**src/rtl/memory_layer_winner_search.sv**
```systemverilog
`default_nettype none
// +----------------------------------------------------------------------------+
// | memory_layer_winner_search: scans one class of node memory for the two     |
// | nodes closest (L1) to an input vector and requests their connection.       |
// | Revision: 1.0                                                              |
// +----------------------------------------------------------------------------+
module memory_layer_winner_search #(
   parameter int NODE_COUNT = 8,
   parameter int DIM        = 2,
   parameter int DATA_W     = 8,
   parameter int DIST_W     = DATA_W + $clog2(DIM) + 1
) (
   input  logic                    clk,
   input  logic                    rst_n,
   input  logic                    start,
   input  logic                    learning_done,
   input  logic [31:0]             class_in,
   input  logic [DIM*DATA_W-1:0]   x_in,
   output logic                    rd_en,
   output logic [31:0]             rd_node,
   output logic [31:0]             rd_class,
   input  logic [DIM*DATA_W-1:0]   rd_data,
   input  logic                    rd_node_valid,
   output logic [31:0]             node1,
   output logic [31:0]             node2,
   output logic [31:0]             class_i,
   output logic                    en_connection,
   output logic                    busy,
   output logic                    done,
   output logic                    no_pair,
   output logic [DIST_W-1:0]       dist1
);

   localparam logic [31:0] c_LAST_NODE = 32'(NODE_COUNT - 1);

   typedef enum logic [1:0] {
      S_IDLE   = 2'd0,
      S_SCAN   = 2'd1,
      S_DRAIN  = 2'd2,
      S_REPORT = 2'd3
   } state_t;

   state_t                  r_state;
   state_t                  w_state_nxt;
   logic [31:0]             r_class;
   logic [DIM*DATA_W-1:0]   r_x;
   logic [31:0]             r_idx;
   logic                    r_rsp_valid;
   logic [31:0]             r_rsp_node;
   logic [31:0]             r_best_idx;
   logic [DIST_W-1:0]       r_best_dist;
   logic [31:0]             r_sec_idx;
   logic [DIST_W-1:0]       r_sec_dist;

   logic                    w_accept;
   logic [DATA_W-1:0]       w_diff;
   logic [DIST_W-1:0]       w_dist;
   logic [31:0]             w_best_idx_n;
   logic [DIST_W-1:0]       w_best_dist_n;
   logic [31:0]             w_sec_idx_n;
   logic [DIST_W-1:0]       w_sec_dist_n;

   assign w_accept = start && !learning_done;

   always_comb begin
      w_state_nxt = r_state;
      rd_en       = 1'b0;
      rd_node     = '0;
      rd_class    = '0;
      busy        = 1'b0;
      done        = 1'b0;
      case (r_state)
         S_IDLE: begin
            if (w_accept) w_state_nxt = S_SCAN;
         end
         S_SCAN: begin
            rd_en    = 1'b1;
            rd_node  = r_idx;
            rd_class = r_class;
            busy     = 1'b1;
            if (r_idx == c_LAST_NODE) w_state_nxt = S_DRAIN;
         end
         S_DRAIN: begin
            busy        = 1'b1;
            w_state_nxt = S_REPORT;
         end
         S_REPORT: begin
            busy        = 1'b1;
            done        = 1'b1;
            w_state_nxt = S_IDLE;
         end
         default: w_state_nxt = S_IDLE;
      endcase
   end

   // L1 distance; DIST_W leaves headroom so the sum never wraps.
   always_comb begin
      w_diff = '0;
      w_dist = '0;
      for (int d = 0; d < DIM; d++) begin
         if (r_x[d*DATA_W +: DATA_W] >= rd_data[d*DATA_W +: DATA_W])
            w_diff = r_x[d*DATA_W +: DATA_W] - rd_data[d*DATA_W +: DATA_W];
         else
            w_diff = rd_data[d*DATA_W +: DATA_W] - r_x[d*DATA_W +: DATA_W];
         w_dist = w_dist + DIST_W'(w_diff);
      end
   end

   // Top-two insertion; strict compares keep the earlier (lower) index on ties.
   always_comb begin
      w_best_idx_n  = r_best_idx;
      w_best_dist_n = r_best_dist;
      w_sec_idx_n   = r_sec_idx;
      w_sec_dist_n  = r_sec_dist;
      if (r_rsp_valid && rd_node_valid) begin
         if (w_dist < r_best_dist) begin
            w_sec_idx_n   = r_best_idx;
            w_sec_dist_n  = r_best_dist;
            w_best_idx_n  = r_rsp_node;
            w_best_dist_n = w_dist;
         end else if (w_dist < r_sec_dist) begin
            w_sec_idx_n  = r_rsp_node;
            w_sec_dist_n = w_dist;
         end
      end
   end

   always_ff @(posedge clk or negedge rst_n) begin
      if (!rst_n) begin
         r_state       <= S_IDLE;
         r_class       <= '0;
         r_x           <= '0;
         r_idx         <= '0;
         r_rsp_valid   <= 1'b0;
         r_rsp_node    <= '0;
         r_best_idx    <= '0;
         r_best_dist   <= '1;
         r_sec_idx     <= '0;
         r_sec_dist    <= '1;
         node1         <= '0;
         node2         <= '0;
         class_i       <= '0;
         dist1         <= '0;
         en_connection <= 1'b0;
         no_pair       <= 1'b0;
      end else begin
         r_state       <= w_state_nxt;
         r_rsp_valid   <= rd_en;
         r_rsp_node    <= rd_node;
         en_connection <= 1'b0;
         case (r_state)
            S_IDLE: begin
               if (w_accept) begin
                  r_class     <= class_in;
                  r_x         <= x_in;
                  r_idx       <= 32'd1;
                  r_best_idx  <= '0;
                  r_best_dist <= '1;
                  r_sec_idx   <= '0;
                  r_sec_dist  <= '1;
               end
            end
            S_SCAN: begin
               r_idx       <= r_idx + 32'd1;
               r_best_idx  <= w_best_idx_n;
               r_best_dist <= w_best_dist_n;
               r_sec_idx   <= w_sec_idx_n;
               r_sec_dist  <= w_sec_dist_n;
            end
            S_DRAIN: begin
               // Last response is folded in here so the report is registered on REPORT entry.
               r_best_idx  <= w_best_idx_n;
               r_best_dist <= w_best_dist_n;
               r_sec_idx   <= w_sec_idx_n;
               r_sec_dist  <= w_sec_dist_n;
               if (w_sec_idx_n != 32'd0) begin
                  en_connection <= 1'b1;
                  node1         <= w_best_idx_n;
                  node2         <= w_sec_idx_n;
                  class_i       <= r_class;
                  dist1         <= w_best_dist_n;
                  no_pair       <= 1'b0;
               end else begin
                  no_pair <= 1'b1;
               end
            end
            default: ;
         endcase
      end
   end

endmodule
`default_nettype wire

```
**config.mk**
```make
export PLATFORM = sky130hd
export DESIGN_NAME = memory_layer_winner_search
export DESIGN_NICKNAME = d
export VERILOG_FILES = /design/src/rtl/memory_layer_winner_search.sv
export SDC_FILE = /design/constraint.sdc
export NUM_CORES = 1
export LEC_CHECK = 0
export BUFFER_PORTS_ARGS = -buffer_cell sky130_fd_sc_hd__buf_2
export CAP_MARGIN = 20
export CELL_PAD_IN_SITES_DETAIL_PLACEMENT = 1
export CELL_PAD_IN_SITES_GLOBAL_PLACEMENT = 2
export CORE_MARGIN = 2
export CORE_UTILIZATION = 25
export DETAILED_ROUTE_END_ITERATION = 16
export PLACE_DENSITY_LB_ADDON = 0.1
export SYNTH_ARGS = -nofsm -noshare
export SYNTH_HDL_FRONTEND = slang
export SYNTH_SLANG_ARGS = --single-unit
```
**constraint.sdc**
```tcl
create_clock -name clk -period 11.9 [get_ports clk]
set_input_delay 3.57 -clock clk [delete_from_list [all_inputs] [get_ports clk]]
set_output_delay 3.57 -clock clk [all_outputs]
set_load 0.01 [all_outputs]
```
== After elaboration in Yosys (flattened, before gate mapping) ==
Cells that the tools add are included.

* Input port bits: 69
* Register bits: 307

* Reduce and logical (&&, ||, !) cells: 15
* Equal/unequal tests: 8
* Multiplexer cells: 31
* Magnitude comparators: 4
* Add/subtract/negate cells: 6

{| class="wikitable"
|+ Operators by type and width
! kind !! number
|-
| 32-bit two-way mux || 9
|-
| 32-bit case mux with 2 select lines || 3
|-
| 10-bit two-way mux || 6
|-
| 10-bit case mux with 2 select lines || 2
|-
| 32-bit by 1-bit adder with 32-bit output, second input constant || 1
|-
| 32-bit by 3-bit == test with 1-bit output, second input constant || 1
|-
| 32-bit nonzero test || 1
|-
| 8-bit subtractor || 4
|-
| 9-bit by 10-bit less-than comparator with 1-bit output || 2
|-
| 8-bit >= comparator || 2
|-
| 8-bit two-way mux || 2
|-
| 2-bit AND reduction || 5
|-
| 8-bit by 8-bit adder with 9-bit output || 1
|-
| 2-bit case mux with 4 select lines || 1
|-
| 1-bit two-way mux || 6
|-
| 2-bit == test, second input constant || 2
|-
| 2-bit two-way mux || 2
|-
| 2-bit != test, second input constant || 2
|-
| 4-bit AND reduction || 1
|-
| 2-bit nonzero test || 2
|-
| 3-bit by 1-bit != test with 1-bit output, second input constant || 1
|-
| 3-bit OR reduction || 1
|-
| 2-bit by 1-bit == test with 1-bit output, second input constant || 1
|-
| 1-bit logical AND || 2
|-
| 4 further kinds || 4
|}

== Logic depth before layout (Yosys ltp) ==
* Depth in word-level cells: 10
* Mapped depth: 34

== Worst setup path before layout ==
OpenSTA, ideal clock, no wires.

* Path type: input to register
* From: input rd_data[8]
* To: register node1[25]
* Stages: 29
* Data required time: 11.772 ns
* Setup time: 0.128 ns
* Path slack: 2.021 ns
* Arrival time: 9.751 ns
* Path through: ha_1 > inv_1 > fa_1 > a21oi_1 > o21ai_0 > a21o_1 > a31oi_1 > mux2_2 > o21ai_0 > a21boi_0 > o21ai_0 > a21oi_1 > a31o_2 > ha_1 > xnor2_1 > ha_1 > a21o_1 > a21oi_1 > o2111ai_1 > and2_1 > clkbuf_1 > clkbuf_1 > or3_1 > o221ai_1 > nand4_1 > nor4b_1 > a41oi_1 > buf_2 > mux2_1

* Longest elaborated chain between the ends: 9

{| class="wikitable"
|+ RTL lines
! element !! line !! RTL
|-
| from (decl) || 22 || <nowiki>input logic [DIM*DATA_W-1:0] rd_data,</nowiki>
|-
| 8-bit subtractor, or another cell as far along || 104 || <nowiki>w_diff = rd_data[d*DATA_W +: DATA_W] - r_x[d*DATA_W +: DATA_W];</nowiki>
|-
| 8-bit two-way mux * || 101 || <nowiki>if (r_x[d*DATA_W +: DATA_W] >= rd_data[d*DATA_W +: DATA_W])</nowiki>
|-
| 8-bit by 8-bit adder with 9-bit output * || 105 || <nowiki>w_dist = w_dist + DIST_W'(w_diff);</nowiki>
|-
| 9-bit by 10-bit less-than comparator with 1-bit output || 121 || <nowiki>end else if (w_dist < r_sec_dist) begin</nowiki>
|-
| 32-bit two-way mux || 121 ||
|-
| 32-bit two-way mux || 116 || <nowiki>if (w_dist < r_best_dist) begin</nowiki>
|-
| 32-bit two-way mux || 115 || <nowiki>if (r_rsp_valid && rd_node_valid) begin</nowiki>
|-
| 32-bit nonzero test || 176 || <nowiki>if (w_sec_idx_n != 32'd0) begin</nowiki>
|-
| 2-bit AND reduction (no source line) || n/a ||
|-
| to (signal assigned) || 178 || <nowiki>node1 <= w_best_idx_n;</nowiki>
|-
| to (decl) || 24 || <nowiki>output logic [31:0] node1,</nowiki>
|}

Mark *: on every way between the ends. The rest lies on a longest branch, timed or not.
A chain may end at the register's enable or synchronous reset.

== Worst setup path after layout ==
* From: input rd_data[8]
* To: register class_i[10]

* Longest elaborated chain between the ends: 9

{| class="wikitable"
|+ RTL lines
! element !! line !! RTL
|-
| 8-bit subtractor, or another cell as far along || 104 ||
|-
| 8-bit two-way mux * || 101 ||
|-
| 8-bit by 8-bit adder with 9-bit output * || 105 ||
|-
| 9-bit by 10-bit less-than comparator with 1-bit output || 121 ||
|-
| 32-bit two-way mux || 121 ||
|-
| 32-bit two-way mux * || 116 ||
|-
| 32-bit two-way mux * || 115 ||
|-
| 32-bit nonzero test * || 176 ||
|-
| 2-bit AND reduction (no source line) * || n/a ||
|-
| to (signal assigned) || 180 || <nowiki>class_i <= r_class;</nowiki>
|-
| to (decl) || 26 || <nowiki>output logic [31:0] class_i,</nowiki>
|}

Marks and branches as above.

==> impl_summary.log <==
[metrics] maximum number of pins on one net before global-route repair: around 150
[metrics] total iterations of the first detailed-routing run: 4
[metrics] number of cells upsized or downsized after cts: 0
[metrics] share of the clock period used by the worst path after layout: 0.889
[metrics] Setup TNS: 0 ns
[metrics] unrepaired setup endpoints after global routing: false
[metrics] standard-cell row count: 89
[metrics] number of global-route vias before repair: between 10000 and 15000
[metrics] Mapped Cells: 1338
[metrics] final count of hold timing violations: 0
[metrics] post-route ant nets: 0
[metrics] Rel. slew slack: 0.323
[metrics] outcome: completed
[metrics] I/O pins: about 240
[metrics] routability congestion estimate from global placement: between 0.7 and 0.8
[metrics] clock slew at the register clock pins of the worst setup and hold paths: around 0.05 ns
[metrics] wire length of the first global-routing pass: around 77 mm
[metrics] most area-consuming cells after synthesis: dfrtp_1 48%, mux2_2 6.6%, mux2_1 6.3%
[metrics] Synth Cell Area: about 15000 um^2
[metrics] number of storage elements in the synthesis netlist: roughly 300
[metrics] CTS tree: yes
[metrics] cell type contributing the most total cell area after synthesis: dfrtp_1
[metrics] detailed placement HPWL: between 30 and 40 mm
[metrics] share of cells above drive strength 1: 0.281
[metrics] portion of the post-synthesis area used by sequential elements: 0.513
[metrics] Die X-Extent: 249 um
[metrics] H-tree depth reported by CTS: 2
[metrics] total leakage power: 9.43 nW
[metrics] total number of vias: 11000
[metrics] gr usage total: 0.161
[metrics] clock latency of the later-clocked register in the worst-skew pair: ~0.56 ns
[metrics] count of buffers added by post-CTS timing repair for setup: 0
[metrics] post-route cell area: 18500 um^2
[metrics] clock sink count: just over 300
[metrics] number of max-cap violations: 0
[metrics] CP Max Fanout: slightly below 80
[metrics] antenna violations before repair: 2
[metrics] total clock buffers created by CTS: 40
[metrics] worst setup path class: input pin to flip-flop
[metrics] launching element type of the critical path: input pin
[metrics] number of vias per cell: 4.63
[metrics] Placeable Area: between 50000 and 60000 um^2
[metrics] Pwr per Cell Area: approximately 180 nW/um^2
[metrics] Distinct cells, synth: 55
[metrics] critical-path cell with the highest stage delay: a21oi_1
[metrics] complex-gate fraction of the synthesized area: 0.106
[metrics] fraction of synthesized cell area taken by the top area cell type: 0.478
[metrics] Max Transition Viols Final: 0
[metrics] DRC violations left: 0
[metrics] setup-violating endpoint count in the final report: 0
[metrics] Area after DPL: about 17000 um^2
[metrics] Post-Route WL: around 50 mm
[metrics] synthesized-area fraction occupied by and/or/nand/nor cells: 0.114
[metrics] sum of overflow across all layers after global routing: 0
[metrics] Port-buffer cells: 243
[metrics] max frequency: ~0.095 GHz
[metrics] Routed wire per std cell: between 20 and 25 um
[metrics] buffer depth of the longest clock path: 3
[metrics] cell at the root of the clock tree: clkbuf_16
[metrics] fraction of the mapped netlist area in adder cells: 0.0566
[metrics] Post-synth EDFFs: 0
[metrics] count of hold-fix buffers inserted at cts: 0
[metrics] y dimension of the die: approximately 250 um
[metrics] xor and xnor fraction of the mapped netlist area: 0.0204
[metrics] Post-Syn Area per Cell: 11.2 um^2
[metrics] time the worst path needs with I/O delays and setup: between 10 and 15 ns
[metrics] biggest cell delay along the critical path: ~0.46 ns
[metrics] Synth Net Count: 1472
[metrics] main combinational cell family by area after synthesis: multiplexers
[metrics] final layout net count: ~1700
[metrics] Clock Skews: roughly 0.02 ns
[metrics] area added between synthesis and finish: 23.0%
[metrics] fraction of synthesized area in multiplexers: 0.149
[metrics] endpoint arrival time on the critical path: 11.01 ns
[metrics] drt initial violations: between 500 and 600
[metrics] required time reported for the critical path endpoint: roughly 12 ns
[metrics] Most used DFF post-synth: dfrtp_1
[metrics] endpoint type of the worst setup path: flip-flop
[metrics] type of the tightest min-delay check: flip-flop to flip-flop
[metrics] Die ar.: 62100 um^2
[metrics] Most Frequent Cell on Critical Path: a21oi_1
[metrics] Peak supply drop: 0.0897 mV
[metrics] Ys Warns: 0
[metrics] initial core utilization: 0.254
[metrics] Slew @ Worst Pin: about 1.0 ns
[metrics] ys async rst share: 1.00
-- area by class of cell --
cell class / instances / area, um^2
antenna: 1 / 2.50
clock buffer: 53 / 1140
clock inverter: 12 / 100
fill: 6656 / 40800
inverter: 94 / 353
multi-input combinational: 872 / 6740
sequential: 307 / 7710
tap: 773 / 967
timing repair buffer: 269 / 1470
-- synth_stat cells (all sizes together), types with 30 or more instances --
master,n
mux2i,30
inv,94
nand2b,30
and2,69
dfrtp,287
clkbuf,49
nand2,71
or3,33
a22o,46
mux2,172
o21ai,50
nor2,79
a21oi,66
ha,60
-- sequential cells by signal, indices dropped and copies added (netlist names), 10 cells and up --
name	count
class_i	32
dist1	10
node1	32
node2	32
r_best_dist	10
r_best_idx	32
r_class	32
r_idx	32
r_rsp_node	32
r_sec_dist	10
r_sec_idx	32
r_x	16
-- cell families (layout without fill, tap and decap cells) --
family                     count (synthesis)  after routing
AOI/OAI and AO/OA                        236            236
xor gates and xnor gates                  35             35
adders and majority gates                 65             65
buffers and inverters                    159            428
DFF                                      307            307
muxes                                    202            202
other                                      0              1
and+or+nand+nor                          334            334
-- metal layers --
layer  GRT usage  share of wire  vias up
met4      0.0356          0.016        2
met2       0.253           0.45      201
met1       0.226           0.49     5631
li1            -              -     5153
met5           0        0.00022        -
met3      0.0335          0.042       46
-- report_power, final --
part	internal, mW	leakage [nW]	switching [mW]
Combinational	0.336	4.83	0.589
Clock	0.691	0.625	0.480
Sequential	1.17	3.97	0.0531
Total	2.19	9.43	1.12
-- worst max-delay path: cells and delay by family --
kind | cells | cell delay [ns]
muxes | 2 | 0.72
adders and majority gates | 4 | 1.16
AOI/OAI and AO/OA | 15 | 3.27
buffers and inverters | 5 | 1.02
and+or+nand+nor | 3 | 0.82
xor gates and xnor gates | 1 | 0.35
-- cell usage in the layout, fill, tap and decap left out, types with 3 or more instances in the layout --
cell,instances
dfstp_2,20
nor4_1,6
o21bai_1,7
a21o_1,7
and3_1,7
inv_1,94
and2_1,69
clkinv_2,10
mux2_2,88
nand2b_1,30
xnor2_1,14
clkbuf_8,7
or3_1,33
a21oi_1,66
clkbuf_16,41
buf_2,242
nand3_1,8
o221a_2,6
nor3_1,7
buf_12,4
nor4b_1,3
mux2_1,84
nand2_1,71
o21ai_0,48
o21a_1,3
xor2_1,21
nor2b_1,3
a22o_1,46
a31oi_1,3
clkbuf_1,5
buf_4,22
nor2_1,78
fa_1,5
o221ai_1,20
dfrtp_1,287
nand4_1,14
ha_1,59
o22ai_1,6
mux2i_1,30
-- through the flow --
step           power [mW]  hold slack [ns]  std cells  setup slack [ns]  utilization
2_1_floorplan        1.80            0.450       1338              2.02            -
3_5_place_dp         2.18            0.469       2315             0.678        0.291
4_1_cts              3.39            0.485       2380              1.23        0.312
3_3_place_gp         2.17            0.463       2315             0.733        0.291
5_1_grt              3.53            0.498       2380             0.532        0.312
6_report             3.31            0.479       2381              1.32        0.312
-- path summary, 6_finish.rpt --
| check | start | to | slack (ns) | cells past startpoint |
|---|---|---|---|---|
| worst max register to register | r_x[8]$_DFFE_PN0P_ | class_i[10]$_DFFE_PN0P_ | 3.99 | 30 |
| min in group asynchronous | rst_n | r_x[0]$_DFFE_PN0P_ | 3.01 | 1 |
| worst min register to register | class_i[14]$_DFFE_PN0P_ | class_i[14]$_DFFE_PN0P_ | 0.48 | 1 |
| max in group asynchronous | rst_n | r_class[28]$_DFFE_PN0P_ | 7.43 | 2 |
| worst min-delay path | class_i[14]$_DFFE_PN0P_ | class_i[14]$_DFFE_PN0P_ | 0.48 | 1 |
| worst max-delay path | rd_data[8] | class_i[10]$_DFFE_PN0P_ | 1.32 | 30 |
No activity file was read; power rests on OpenSTA's default activity.
